--- src/rtl/ecc_bank_scrubber.sv ---
// Background SECDED scrubber for a 1-cycle SRAM bank with Hsiao (39,32) codec.
// Define ECC_SCRUB_STATS_EN to add saturating fix/uncorrectable event counters.
module ecc_bank_scrubber #(
  parameter int BankSize = 256,
  parameter int DataWidth = 39,
  localparam int AddrWidth = $clog2(BankSize)
) (
  input  logic                 clk_i,
  input  logic                 rst_i,
  input  logic                 scrub_trigger_i,
  output logic                 bit_corrected_o,
  output logic                 uncorrectable_o,
  input  logic                 intc_req_i,
  input  logic                 intc_we_i,
  input  logic [AddrWidth-1:0] intc_add_i,
  input  logic [DataWidth-1:0] intc_wdata_i,
  output logic [DataWidth-1:0] intc_rdata_o,
  output logic                 bank_req_o,
  output logic                 bank_we_o,
  output logic [AddrWidth-1:0] bank_add_o,
  output logic [DataWidth-1:0] bank_wdata_o,
  input  logic [DataWidth-1:0] bank_rdata_i
`ifdef ECC_SCRUB_STATS_EN
  ,
  output logic [15:0]          fix_count_o,
  output logic [15:0]          uncorrectable_count_o
`endif
);

  if (DataWidth != 39) begin : g_width_check
    $error("ecc_bank_scrubber supports only DataWidth = 39");
  end

  // Data columns: first 32 weight-3 values, column 31 first.
  localparam logic [223:0] Cols = {
    7'h62, 7'h61, 7'h58, 7'h54, 7'h52, 7'h51, 7'h4C, 7'h4A,
    7'h49, 7'h46, 7'h45, 7'h43, 7'h38, 7'h34, 7'h32, 7'h31,
    7'h2C, 7'h2A, 7'h29, 7'h26, 7'h25, 7'h23, 7'h1C, 7'h1A,
    7'h19, 7'h16, 7'h15, 7'h13, 7'h0E, 7'h0D, 7'h0B, 7'h07
  };

  function automatic logic [38:0] encode(input logic [31:0] d);
    logic [6:0] c;
    c = '0;
    for (int i = 0; i < 32; i++) begin
      if (d[i]) c = c ^ Cols[i*7 +: 7];
    end
    return {c, d};
  endfunction

  typedef enum logic [1:0] {
    IDLE,
    READ,
    FIX
  } state_t;

  state_t               state, state_n;
  logic [AddrWidth-1:0] scrub_addr, addr_n, addr_inc;
  logic [38:0]          fix_q, fix_n;
  logic [6:0]           syn;
  logic [31:0]          corr;
  logic                 single, multi;
  logic                 s_req, s_we;
  logic                 bc_raw, unc_raw;

  always_comb begin
    syn    = bank_rdata_i[38:32];
    corr   = bank_rdata_i[31:0];
    single = 1'b0;
    for (int i = 0; i < 32; i++) begin
      if (bank_rdata_i[i]) syn = syn ^ Cols[i*7 +: 7];
    end
    for (int i = 0; i < 32; i++) begin
      if (syn == Cols[i*7 +: 7]) begin
        corr[i] = ~corr[i];
        single  = 1'b1;
      end
    end
    for (int k = 0; k < 7; k++) begin
      if (syn == (7'd1 << k)) single = 1'b1;
    end
    multi = (syn != '0) && !single;
  end

  assign addr_inc = (scrub_addr == AddrWidth'(BankSize - 1))
                  ? '0 : scrub_addr + 1'b1;

  always_ff @(posedge clk_i) begin
    if (rst_i) begin
      state      <= IDLE;
      scrub_addr <= '0;
      fix_q      <= '0;
    end else begin
      state      <= state_n;
      scrub_addr <= addr_n;
      fix_q      <= fix_n;
    end
  end

  always_comb begin
    state_n = state;
    addr_n  = scrub_addr;
    fix_n   = fix_q;
    s_req   = 1'b0;
    s_we    = 1'b0;
    bc_raw  = 1'b0;
    unc_raw = 1'b0;
    unique case (state)
      IDLE: begin
        if (scrub_trigger_i && !intc_req_i) begin
          s_req   = 1'b1;
          state_n = READ;
        end
      end
      READ: begin
        if (single) begin
          fix_n   = encode(corr);
          state_n = FIX;
        end else begin
          unc_raw = multi;
          addr_n  = addr_inc;
          state_n = IDLE;
        end
      end
      FIX: begin
        if (!intc_req_i) begin
          s_req   = 1'b1;
          s_we    = 1'b1;
          bc_raw  = 1'b1;
          addr_n  = addr_inc;
          state_n = IDLE;
        end else if (intc_we_i && intc_add_i == scrub_addr) begin
          // Fresh interconnect data supersedes the stale correction.
          addr_n  = addr_inc;
          state_n = IDLE;
        end
      end
      default: state_n = IDLE;
    endcase
  end

  assign bit_corrected_o = bc_raw && !rst_i;
  assign uncorrectable_o = unc_raw && !rst_i;
  assign intc_rdata_o    = bank_rdata_i;

  always_comb begin
    bank_req_o   = 1'b0;
    bank_we_o    = 1'b0;
    bank_add_o   = '0;
    bank_wdata_o = '0;
    if (intc_req_i) begin
      bank_req_o   = 1'b1;
      bank_we_o    = intc_we_i;
      bank_add_o   = intc_add_i;
      bank_wdata_o = intc_wdata_i;
    end else if (s_req && !rst_i) begin
      bank_req_o   = 1'b1;
      bank_we_o    = s_we;
      bank_add_o   = scrub_addr;
      bank_wdata_o = s_we ? fix_q : '0;
    end
  end

`ifdef ECC_SCRUB_STATS_EN
  always_ff @(posedge clk_i) begin
    if (rst_i) begin
      fix_count_o           <= '0;
      uncorrectable_count_o <= '0;
    end else begin
      if (bit_corrected_o && fix_count_o != 16'hFFFF)
        fix_count_o <= fix_count_o + 16'd1;
      if (uncorrectable_o && uncorrectable_count_o != 16'hFFFF)
        uncorrectable_count_o <= uncorrectable_count_o + 16'd1;
    end
  end
`endif

endmodule

--- config.mk ---
export PLATFORM = sky130hd
export DESIGN_NAME = ecc_bank_scrubber
export DESIGN_NICKNAME = d
export VERILOG_FILES = /design/src/rtl/ecc_bank_scrubber.sv
export SDC_FILE = /design/constraint.sdc
export NUM_CORES = 1
export LEC_CHECK = 0
export BUFFER_PORTS_ARGS = -buffer_cell sky130_fd_sc_hd__buf_2
export CAP_MARGIN = 20
export CORE_AREA = 2 2 84 126
export DETAILED_ROUTE_END_ITERATION = 6
export DIE_AREA = 0 0 86 128
export PLACE_DENSITY = 0.94
export REMOVE_ABC_BUFFERS = 1
export SYNTH_ARGS = -nofsm -noshare
export SYNTH_HDL_FRONTEND = slang
export SYNTH_SLANG_ARGS = --single-unit
--- constraint.sdc ---
create_clock -name clk_i -period 13.4 [get_ports clk_i]
set_clock_uncertainty 0.15 [all_clocks]
set_input_delay 2.68 -clock clk_i [delete_from_list [all_inputs] [get_ports clk_i]]
set_output_delay 2.68 -clock clk_i [all_outputs]
set_load 0.02 [all_outputs]
# [After elaboration in Yosys (flattened, before gate mapping)]
# Index checks and enable logic that the tools add are counted.
[word_totals] wordCells=382 latch_bits=0 output_inout_bits=90 register_bits=49 rom_bits=0 n_memories=0 in_bits=91 ramBits=0
[classes] n_reduce_logical=15 n_div=0 shift=0 bitwise=95 n_lt_le_gt_ge=0 mul=0 addsub=1 eq_ne=46 muxes=222
[op_table] cell="$mux 7" n=86
[op_table] cell="$not 3->3" n=63
[op_table] cell="$mux 6" n=20
[op_table] cell="$mux 39" n=3
[op_table] cell="$eq 7x7->1 const B" n=13
[op_table] cell="$mux 1" n=80
[op_table] cell="$eq 7x6->1 const B" n=11
[op_table] cell="$mux 5" n=12
[op_table] cell="$eq 7x5->1 const B" n=7
[op_table] cell="$mux 8" n=6
[op_table] cell="$not 1->1" n=32
[op_table] cell="$eq 7x4->1 const B" n=4
[op_table] cell="$mux 4" n=6
[op_table] cell="$pmux 8 s2" n=1
[op_table] cell="$eq 7x3->1 const B" n=2
[op_table] cell="$add 8x1->8 const B" n=1
[op_table] cell="$eq 8x8->1" n=1
[op_table] cell="$eq 8x8->1 const B" n=1
[op_table] cell="$mux 2" n=4
[op_table] cell="$eq 7x1->1 const B" n=1
[op_table] cell="$eq 7x2->1 const B" n=1
[op_table] cell="$reduce_bool 7->1" n=1
[op_table] cell="$logic_and 1x1->1" n=6
[op_table] cell="$mux 3" n=2
[op_table] cell="other kinds (11)" n=15

# [Longest topological paths before layout]
# Gate-level depths: netlist of the first run.
[depth] word_depth=228 mapped_depth=14 ltp_nobuf=11

# [Least setup slack after synthesis of the first run]
# OpenSTA, ideal clock, no wires.
[synth_timing] path_type="input -> output" start="input port bank_rdata_i[23]" end="output port uncorrectable_o" setup_slack_ns=5.143 n_path_buf=3 arrival_ns=5.427 t_required_ns=10.570 path_stages=11 path_cell_list="clkbuf_1 -> xor3_1 -> xor2_1 -> xnor3_1 -> clkbuf_1 -> buf_2 -> nor3_1 -> a21oi_1 -> o32ai_1 -> nor4_4 -> and4_1"
[synth_between] elab_chain_len=62
[synth_lines] item="start: declaration" line="22" text="input logic [DataWidth-1:0] bank_rdata_i"
[synth_lines] item="$mux 7 (*)" line="71" text="if (bank_rdata_i[i]) syn = syn ^ Cols[i*7 +: 7];"
[synth_lines] item="$not 3->3 (no line)"
[synth_lines] item="$mux 7 (*)" line="71"
[synth_lines] item="$not 3->3 (no line)"
[synth_lines] item="$mux 7 (*)" line="71"
[synth_lines] item="$not 3->3 (no line)"
[synth_lines] item="$mux 7 (*)" line="71"
[synth_lines] item="$not 3->3 (no line)"
[synth_lines] item="[9 not listed]"
[synth_lines] item="$eq 7x3->1" line="74" text="if (syn == Cols[i*7 +: 7]) begin"
[synth_lines] item="$mux 1 (32 in series)" line="74"
[synth_lines] item="$mux 1 (7 in series)" line="80" text="if (syn == (7'd1 << k)) single = 1'b1;"
[synth_lines] item="$logic_not 1->1" line="82" text="multi = (syn != '0) && !single;"
[synth_lines] item="$logic_and 1x1->1" line="82"
[synth_lines] item="$mux 1 (*)" line="116" text="if (single) begin"
[synth_lines] item="$mux 1 (*)" line="108" text="unique case (state)"
[synth_lines] item="$logic_and 1x1->1 (*)" line="143" text="assign uncorrectable_o = unc_raw && !rst_i;"
[synth_lines] item="end: declaration" line="12" text="output logic uncorrectable_o,"
# Mark *: on every way between the ends. The rest lies on a longest branch, timed or not.

# [Final worst setup path of the first run]
[layout_timing] start="input port bank_rdata_i[4]" end="output port uncorrectable_o"
[layout_between] elab_chain_len=86
[layout_lines] item="$mux 5 (*)" line="71"
[layout_lines] item="$not 3->3 (no line)"
[layout_lines] item="$mux 5 (*)" line="71"
[layout_lines] item="$not 3->3 (no line)"
[layout_lines] item="$mux 5 (*)" line="71"
[layout_lines] item="$not 3->3 (no line)"
[layout_lines] item="$mux 5 (*)" line="71"
[layout_lines] item="$not 3->3 (no line)"
[layout_lines] item="[33 not listed]"
[layout_lines] item="$eq 7x3->1" line="74"
[layout_lines] item="$mux 1 (32 in series)" line="74"
[layout_lines] item="$mux 1 (7 in series)" line="80"
[layout_lines] item="$logic_not 1->1" line="82"
[layout_lines] item="$logic_and 1x1->1" line="82"
[layout_lines] item="$mux 1 (*)" line="116"
[layout_lines] item="$mux 1 (*)" line="108"
[layout_lines] item="$logic_and 1x1->1 (*)" line="143"
# Marks and branches as above.

==> out/results.txt, run 1 <==
The flow ran to the end, and the final reports show no timing, DRC or antenna violations. For this design, the sink count on the clock tree is 49. Global routing used 27.8% of the available tracks across all layers.

The highest clock rate was 109 MHz. The tree is rooted in a sky130_fd_sc_hd__clkbuf_16. Class of the worst hold path: register to register. Across the run, the number of max-cap violations was 0.

After clock tree synthesis, the clock-pin slew on the worst setup and hold paths is 0.06 ns. The smallest clock period supported by the final layout is computed as 9.16 ns. The worst register-to-register path has a setup slack of 11.00 ns. The worst setup path endpoint is uncorrectable_o. For the area of the die, the log shows 11000 µm². For this run, the number of Yosys warnings is 0.

The final standard cell count with taps included and fillers excluded came out at 848. The most used flip-flop cell after synthesis is sky130_fd_sc_hd__dfxtp_1. The number of top-level design ports was 181; the longest individual stage delay on the worst path was 0.84 ns.

CTS built an H-tree with a depth of 2. Headroom to the max-slew limit came out at 29.7%. In this run switching power makes up 50.1% of total power. The transition time at the pin with the least slew margin works out to 1.05 ns. Setup repair after global routing left no endpoint under its margin.

The starting density of the core is 54.1%, and the via density per instance is 5.93. The filler cell count is 878. Leaving out fill and tap cells, the most frequent cell in the layout is sky130_fd_sc_hd__buf_2. By area, the combinational part of the netlist is dominated by XOR/XNOR gates. The number of antenna repair diodes was 0. The count of state elements after synthesis works out to 49. The sum of overflow across all layers after global routing was 0. TritonCTS built the clock tree.

For the placement-stage cell area, the log shows 6020 µm². The length of the first detailed-routing pass in iterations was 5; the number of vias in the routed layout was 5031. The number of global-route vias before repair is 4634, and the data required time at the worst endpoint is 10.57 ns.

The post-route netlist has 28.7% of its cells at a drive strength greater than 1. Port buffer count: 180. The power per unit of standard cell area was 179 nW/µm²; the final cycle utilization of the critical path was 68.4%. The logs give 17.7% for the register share of total power and 822 for the number of nets in the layout. The final hold violation count is 0. The number of buffers added to fix hold violations after cts was 0; the HPWL reported at the end of detailed placement was 12300 µm.

For this design, the slowest cell found on the critical path is sky130_fd_sc_hd__xnor2_2. The total setup violations reported at the end of the flow is 0. The logs give 15600 µm for the final routed wirelength across all metal layers and 0 for the number of buffers added for setup after CTS. In this run the horizontal extent of the chip is 86 µm. The synthesized netlist devotes 20.8% of its cell area to compound gates. TritonCTS created 5 clock buffers. Adding up every negative setup slack in the final design gives 0 ns.

The number of cell instances on the worst register-to-register path was 7; the DRC violation count after routing was 0. Counting flops with an async set or reset pin after synthesis yields a share of 0%. By startpoint and endpoint, the worst setup path is classified as primary input to output pin. In this run, distinct cell masters in the synthesized netlist total 56. The portion of total power attributed to combinational logic is 70.2%, and the xor and xnor area share after synthesis is 37.2%. Summed over all cells, the static leakage comes to 2.55 nW. The count of pins over their slew limit came out at 0. In this run the remaining antenna-violating nets after routing total 0. In this run the cell area of the synthesized design comes to 5390 µm². The tools report the worst reg2reg path endpoint as scrub_addr[6]. For this block, the initial DRC count from the detailed router was 274.

Gates resized during post-CTS repair numbered 0. Measured against the total synthesized area, the mux share comes to 0.766%. The number of antenna violations at the first check in global routing came out at 0. The core region is 9970 µm². At the end of routability-driven placement, the weighted congestion stood at 1.02. The worst setup path is captured at an output pin. In this run the critical register-to-register path is launched from scrub_addr[0].

Post-synthesis simple-gate area fraction: 13.8%. By instance count, the cell type seen most on the critical path is sky130_fd_sc_hd__buf_2. Relative to the synthesized area, the layout overhead comes to 14.7%. In this run the worst path has a maximum fanout of 19.

Summing the sequential cell areas from Yosys gives 18.2% of the chip area. Dividing the detail-routed wire length by the instance count gives 18.5 µm. Critical path startpoint category: a primary input. The switching power of the nets was 0.000555 W; the synthesized instance count was 618. Data on the critical path arrives at its endpoint at 6.33 ns.

The tools report the highest ir drop seen on vdd as 0.125 mV. The signal on the critical path passes through buf_2, xor2_1, xnor2_1, xnor3_1, xnor2_2, a311oi_1, o211ai_1, a21oi_1, nor4_4, and4_1, buf_2. The cell count after placement was 840; the internal power contribution was 0.000553 W.

After routing the design area is 6180 µm². For the worst-skew pair, the clock arrives at the later sink with an insertion delay of 0.29 ns. The library cells used most frequently in the layout, excluding fill and tap cells, are sky130_fd_sc_hd__buf_2 (180), sky130_fd_sc_hd__xnor2_1 (108), sky130_fd_sc_hd__nor2_1 (66).

Counting flops with a built-in enable in the synthesized netlist gives 0. The floorplan has 45 rows. The synthesized netlist devotes 0.232% of its cell area to adder and majority cells. Each instance of the synthesized netlist takes up on average 8.72 µm². The most critical setup path has its startpoint at bank_rdata_i[4]. The run gives 2 as the number of buffers on the longest clock path. Measured along the y axis, the die boundary spans 128 µm. The run gives 56 as the maximum number of pins on one net before global-route repair. The clock network burns 12.1% of the power.

The first global-routing pass estimated 23800 µm of wire.
state kept, by name, summed over array words and instances (netlist names):
| name | flops |
|---|---|
| fix_q | 39 |
| scrub_addr | 8 |
| state | 2 |
cells by family (layout without fill, tap and decap cells):
| logic type | after synthesis | count (layout) |
|---|---|---|
| buffers and inverters | 84 | 197 |
| adders and majority gates | 1 | 1 |
| xor gates and xnor gates | 181 | 181 |
| AOI/OAI and AO/OA | 145 | 145 |
| muxes | 4 | 4 |
| and+or+nand+nor | 154 | 154 |
| DFF | 49 | 49 |
metal layers:
layer | GRT usage [%] | wire [µm] | vias to the layer above
met1 | 32.2 | 5730 | 2294
met5 | 0 | 0 | -
met2 | 48.4 | 7820 | 267
met4 | 16.7 | 915 | 0
met3 | 2.96 | 1180 | 66
li1 | - | - | 2404
synthesized netlist by cell type (all sizes together), types with 2 or more instances:
cell,instances,area (µm²)
a2111oi,10,104
a211o,2,17.5
a211oi,29,218
a21oi,20,100
a22o,47,412
a22oi,2,15.0
a31oi,3,18.8
and2,3,18.8
and3,2,12.5
buf,52,363
clkbuf,27,101
dfxtp,49,981
inv,5,18.8
mux2i,3,30.0
nand2,13,48.8
nand3,17,90.1
nand4,4,25.0
nand4b,2,17.5
nor2,67,251
nor2b,3,18.8
nor3,25,125
nor4,7,58.8
o2111ai,4,35.0
o211ai,5,37.5
o21ai,6,30.0
o21bai,2,15.0
o22ai,3,18.8
o31ai,5,37.5
o32ai,2,17.5
or3,4,25.0
or4,4,30.0
xnor2,112,1030
xnor3,22,497
xor2,45,435
xor3,2,48.8
metrics by stage:
| step | setup WS, ns | power (W) | utilization (%) | hold slack (ns) |
|---|---|---|---|---|
| global placement | 4.34 | 0.000956 | 60.4 | 0.313 |
| finish | 4.24 | 0.00111 | 62.0 | 0.324 |
| global route | 4.07 | 0.00117 | 62.0 | 0.350 |
| CTS | 4.32 | 0.00110 | 62.0 | 0.326 |
| floorplan | 4.74 | 0.000757 | - | 0.296 |
| detailed placement | 4.34 | 0.000961 | 60.4 | 0.314 |
worst max-delay path, delay by kind of cell:
| family | cells | cell delay, ns |
|---|---|---|
| buf+inv | 2 | 0.33 |
| compound gates | 3 | 0.47 |
| xor+xnor | 4 | 1.98 |
| simple gates | 2 | 0.85 |
power by group through the flow:
stage | Sequential (W) | Combinational, W | Clock (W)
after CTS | 0.000197 | 0.000765 | 0.000136
after floorplan | 0.000193 | 0.000564 | 0
after detailed placement | 0.000200 | 0.000761 | 0
after global routing | 0.000201 | 0.000831 | 0.000141
final | 0.000197 | 0.000778 | 0.000134
after global placement | 0.000199 | 0.000756 | 0
worst min path at each step:
stage	start	end	slack, ns	cells after the start
2_1_floorplan	fix_q[36]	fix_q[36]	0.30	2
3_5_place_dp	fix_q[36]	fix_q[36]	0.31	2
4_1_cts	fix_q[36]	fix_q[36]	0.33	2
5_1_grt	fix_q[36]	fix_q[36]	0.35	2
3_3_place_gp	fix_q[36]	fix_q[36]	0.31	2
6_report	fix_q[36]	fix_q[36]	0.32	2
layout make-up:
class,instances,area (µm²),share of cell area (%)
clock buffer,7,153,2.47
clock inverter,1,8.76,0.142
inverter,5,18.8,0.304
multi-input combinational,485,3950,63.8
sequential,49,981,15.9
tap,117,146,2.37
timing repair buffer,184,931,15.1
Note: power is estimated with default switching activity, not from simulation.
==> run 2, diff against run 1 <==
--- a/config.mk
+++ b/config.mk
@@ -7,10 +7,10 @@
 export LEC_CHECK = 0
 export BUFFER_PORTS_ARGS = -buffer_cell sky130_fd_sc_hd__buf_2
 export CAP_MARGIN = 20
-export CORE_AREA = 2 2 84 126
+export CORE_AREA = 2 2 87 130
 export DETAILED_ROUTE_END_ITERATION = 6
-export DIE_AREA = 0 0 86 128
-export PLACE_DENSITY = 0.94
+export DIE_AREA = 0 0 89 132
+export PLACE_DENSITY = 0.89
 export REMOVE_ABC_BUFFERS = 1
 export SYNTH_ARGS = -nofsm -noshare
 export SYNTH_HDL_FRONTEND = slang
==> constraint.sdc (replaced) <==
create_clock -name clk_i -period 8.52 [get_ports clk_i]
set_clock_uncertainty 0.15 [all_clocks]
set_input_delay 1.704 -clock clk_i [delete_from_list [all_inputs] [get_ports clk_i]]
set_output_delay 1.704 -clock clk_i [all_outputs]
set_load 0.02 [all_outputs]
==> out/results.txt, run 2 (synthesized netlist as in run 1, its figures left out) <==
The run gives 0.216 mV (+72%) as the highest ir drop seen on vdd. The tools report the number of buffers added for setup after CTS as 0 (unchanged). The critical path goes through buf_2, xor2_1, xnor2_1, xnor3_1, xnor2_2, nor4_1, o31ai_1, nand4_1, nor4_4, and4_1, buf_2.

Among the stages of the critical path, the cell type that occurs most often is sky130_fd_sc_hd__buf_2. Routed length per placed instance: 18.3 µm (-1.1%). The post-CTS clock slew at the launch and capture registers of the worst setup and hold paths came out at 0.06 ns (about the same). The number of antenna repair diodes is 0 (unchanged), and the longest individual stage delay on the worst path is 0.82 ns (-0.02 ns). Final hold violation count: 0 (unchanged).

The minimum clock period after layout is 7.24 ns, and the depth of the CTS H-tree is 2 (unchanged). The worst slack after detailed placement is 1.35 ns (-2.99 ns), and the placement-stage cell area is 6080 µm² (+0.93%). The weighted congestion reported at the end of routability-driven placement is 1.01 (-0.58%), and the count of buffering cells on the critical path with inverters included is 2 (unchanged). In the layout the commonest cells are sky130_fd_sc_hd__buf_2 (180), sky130_fd_sc_hd__xnor2_1 (109), sky130_fd_sc_hd__nor2_1 (66). The share of post-route cells with drive strength above 1 works out to 29.0% (+0.25 points).

The run gives 31.7% (+2.0 points) as the normalized max-slew margin. The largest registers in the layout are fix_q x39, scrub_addr x8, state x2. Path length in cells of the critical path: 11 (unchanged). For the sink count of the clock tree, the log shows 49 (unchanged). The run finished with clean final reports. The area growth from synthesis to layout is 16.0%. In this run the worst hold path is classified as register to register. For this run, the top clock speed supported by timing is 138 MHz.

The maximum number of pins on one net before global-route repair is 54 (-3.6%), and the number of global-route vias before repair is 4775 (+3.0%). Critical path startpoint category: a primary input. The overall die width was 89 µm (+3.5%); the instance count along the most critical hold path was 2 (unchanged). The die extent in y came out at 132 µm (+3.1%).

The slowest stage of the critical path belongs to the cell sky130_fd_sc_hd__xnor2_2. The clock latency of the later-clocked register in the worst-skew pair is 0.30 ns (about the same). Number of nets in the layout: 826 (+0.49%). The length of the first detailed-routing pass in iterations was 5 (unchanged); the total CTS buffers was 5 (unchanged). The slack of the critical path was 1.28 ns (-2.96 ns); the via density per instance was 5.77 (-2.8%). The core area came out at 10600 µm² (+6.3%). The setup slack of the worst register-to-register path came out at 6.09 ns (-4.91 ns). The total of max-cap violations came out at 0 (unchanged).

The area of the die was 11700 µm² (+6.7%). TritonCTS built the clock tree. The most critical setup path has its endpoint at uncorrectable_o.

The number of antenna violations at the first check in global routing is 0 (unchanged), and the overall global routing resource usage is 26.8% (-1.0 points). For the post-route cell area, the log shows 6250 µm² (+1.1%). Power per unit of standard cell area: 285 nW/µm² (+59%). The endpoint arrival time on the critical path is 5.39 ns (-0.94 ns). Wire length of the first global-routing pass: 24600 µm (+3.2%). The HPWL reported at the end of detailed placement was 12700 µm (+3.0%). The most common cell after layout, fill and taps aside was sky130_fd_sc_hd__buf_2.

The number of buffers added to fix hold violations after cts came out at 0 (unchanged). For the total setup violations reported at the end of the flow, the log shows 0 (unchanged). The tools report the type of destination of the critical path as an output pin.

The sum of overflow across all layers after global routing came out at 0 (unchanged). The DRC violation count after routing was 0 (unchanged); the leakage power figure was 2.56 nW (+0.49%). The aggregate negative setup slack is 0 ns (unchanged), and the initial detailed-routing violation count is 333 (+22%). In the finished design, the share of the clock period the worst path needs comes to 85.0%. Starting density of the core: 50.9% (-3.2 points). The number of vias in the routed layout is 5068 (+0.74%), and the number of buffers on the longest clock path is 2 (unchanged). The port buffer count came out at 180 (unchanged).

The tree is rooted in a sky130_fd_sc_hd__clkbuf_16. The number of core rows is 46 (+2.2%). The flip-flop count of the largest register, all copies and words added was 39 (unchanged); the antenna violation net count after detailed routing was 0 (unchanged). Setup repair after global routing left no endpoint under its margin. Dominant delay contributor by cell family on the critical path: XOR/XNOR gates. The tools report the count of pins over their slew limit as 0 (unchanged).

The startpoint identified for the worst register-to-register timing path is scrub_addr[0]. The worst register-to-register path ends at scrub_addr[6]. The transition time at the pin with the least slew margin is 1.02 ns (-0.0299 ns), and the number of resized instances in the post-cts repair step is 0 (unchanged). In this run the worst setup path begins at bank_rdata_i[4].

The kind of critical path was primary input to output pin. Maximum fanout encountered on the critical timing path: 19 (unchanged). The data required time at the worst endpoint came out at 6.67 ns (-3.90 ns). fix_q holds more flip-flops than any other register. The logs give 181 (unchanged) for the number of top-level design ports and 16000 µm (+2.5%) for the final routed wirelength across all metal layers.

The number of cell instances on the worst register-to-register path is 7 (unchanged).
==> run 2: cell count changes in the layout (fill, tap and decap cells not counted) <==
cell and delta:
sky130_fd_sc_hd__clkbuf_8 -2, sky130_fd_sc_hd__bufinv_16 +1, sky130_fd_sc_hd__clkinv_4 +1, sky130_fd_sc_hd__xnor2_2 -1, sky130_fd_sc_hd__inv_6 -1, sky130_fd_sc_hd__clkinvlp_4 +1
sky130_fd_sc_hd__xnor2_1 +1, sky130_fd_sc_hd__buf_4 +4
==> run 2: worst register-to-register path: stages (launching register included) <==
cell and delay, ns:
sky130_fd_sc_hd__dfxtp_1 0.46, sky130_fd_sc_hd__xor2_1 0.20, sky130_fd_sc_hd__nor3_1 0.07, sky130_fd_sc_hd__nand4_1 0.11, sky130_fd_sc_hd__nand3_1 0.11, sky130_fd_sc_hd__a22oi_1 0.81
sky130_fd_sc_hd__nor4_1 0.12, sky130_fd_sc_hd__mux2_2 0.31
==> run 2: worst min path at each step <==
stage,to,start,slack [ns]
floorplan,fix_q[36],fix_q[36],0.30
global placement,fix_q[37],fix_q[37],0.32
detailed placement,fix_q[37],fix_q[37],0.32
CTS,fix_q[37],fix_q[37],0.34
global route,fix_q[37],fix_q[37],0.36
finish,fix_q[37],fix_q[37],0.33
==> run 2: metrics by stage <==
stage / cells / util (%) / power, W / hold slack (ns)
final: 879 / 59.0 / 0.00178 / 0.330
after floorplan: 539 / - / 0.00119 / 0.296
after global routing: 879 / 59.0 / 0.00189 / 0.359
after CTS: 879 / 59.0 / 0.00177 / 0.336
after global placement: 871 / 57.4 / 0.00153 / 0.321
after detailed placement: 871 / 57.4 / 0.00153 / 0.323
==> run 2: area by class of cell <==
class	count	area (µm²)
Clock inverter	3	46.3
Tap cell	144	180
Inverter	5	18.8
Clock buffer	5	125
Fill cell	990	4340
Multi-Input combinational cell	485	3940
Timing Repair Buffer	188	961
Sequential cell	49	981
==> run 2: routing by layer <==
| metal | wire length, µm | track usage (%) | vias to the layer above | part of all wire (%) |
|---|---|---|---|---|
| li1 | - | - | 2422 | - |
| met1 | 6010 | 30.7 | 2381 | 37 |
| met2 | 8420 | 48.5 | 220 | 52 |
| met3 | 981 | 2.57 | 45 | 6.1 |
| met4 | 635 | 11.9 | 0 | 4.0 |
| met5 | 0 | 0 | - | 0 |
==> run 2: report_power, final <==
group	switching [W]	total (W)	internal [W]	leakage (nW)
Clock	0.0000879	0.000227	0.000139	0.0800
Combinational	0.000766	0.00124	0.000477	2.08
Sequential	0.0000325	0.000310	0.000278	0.396
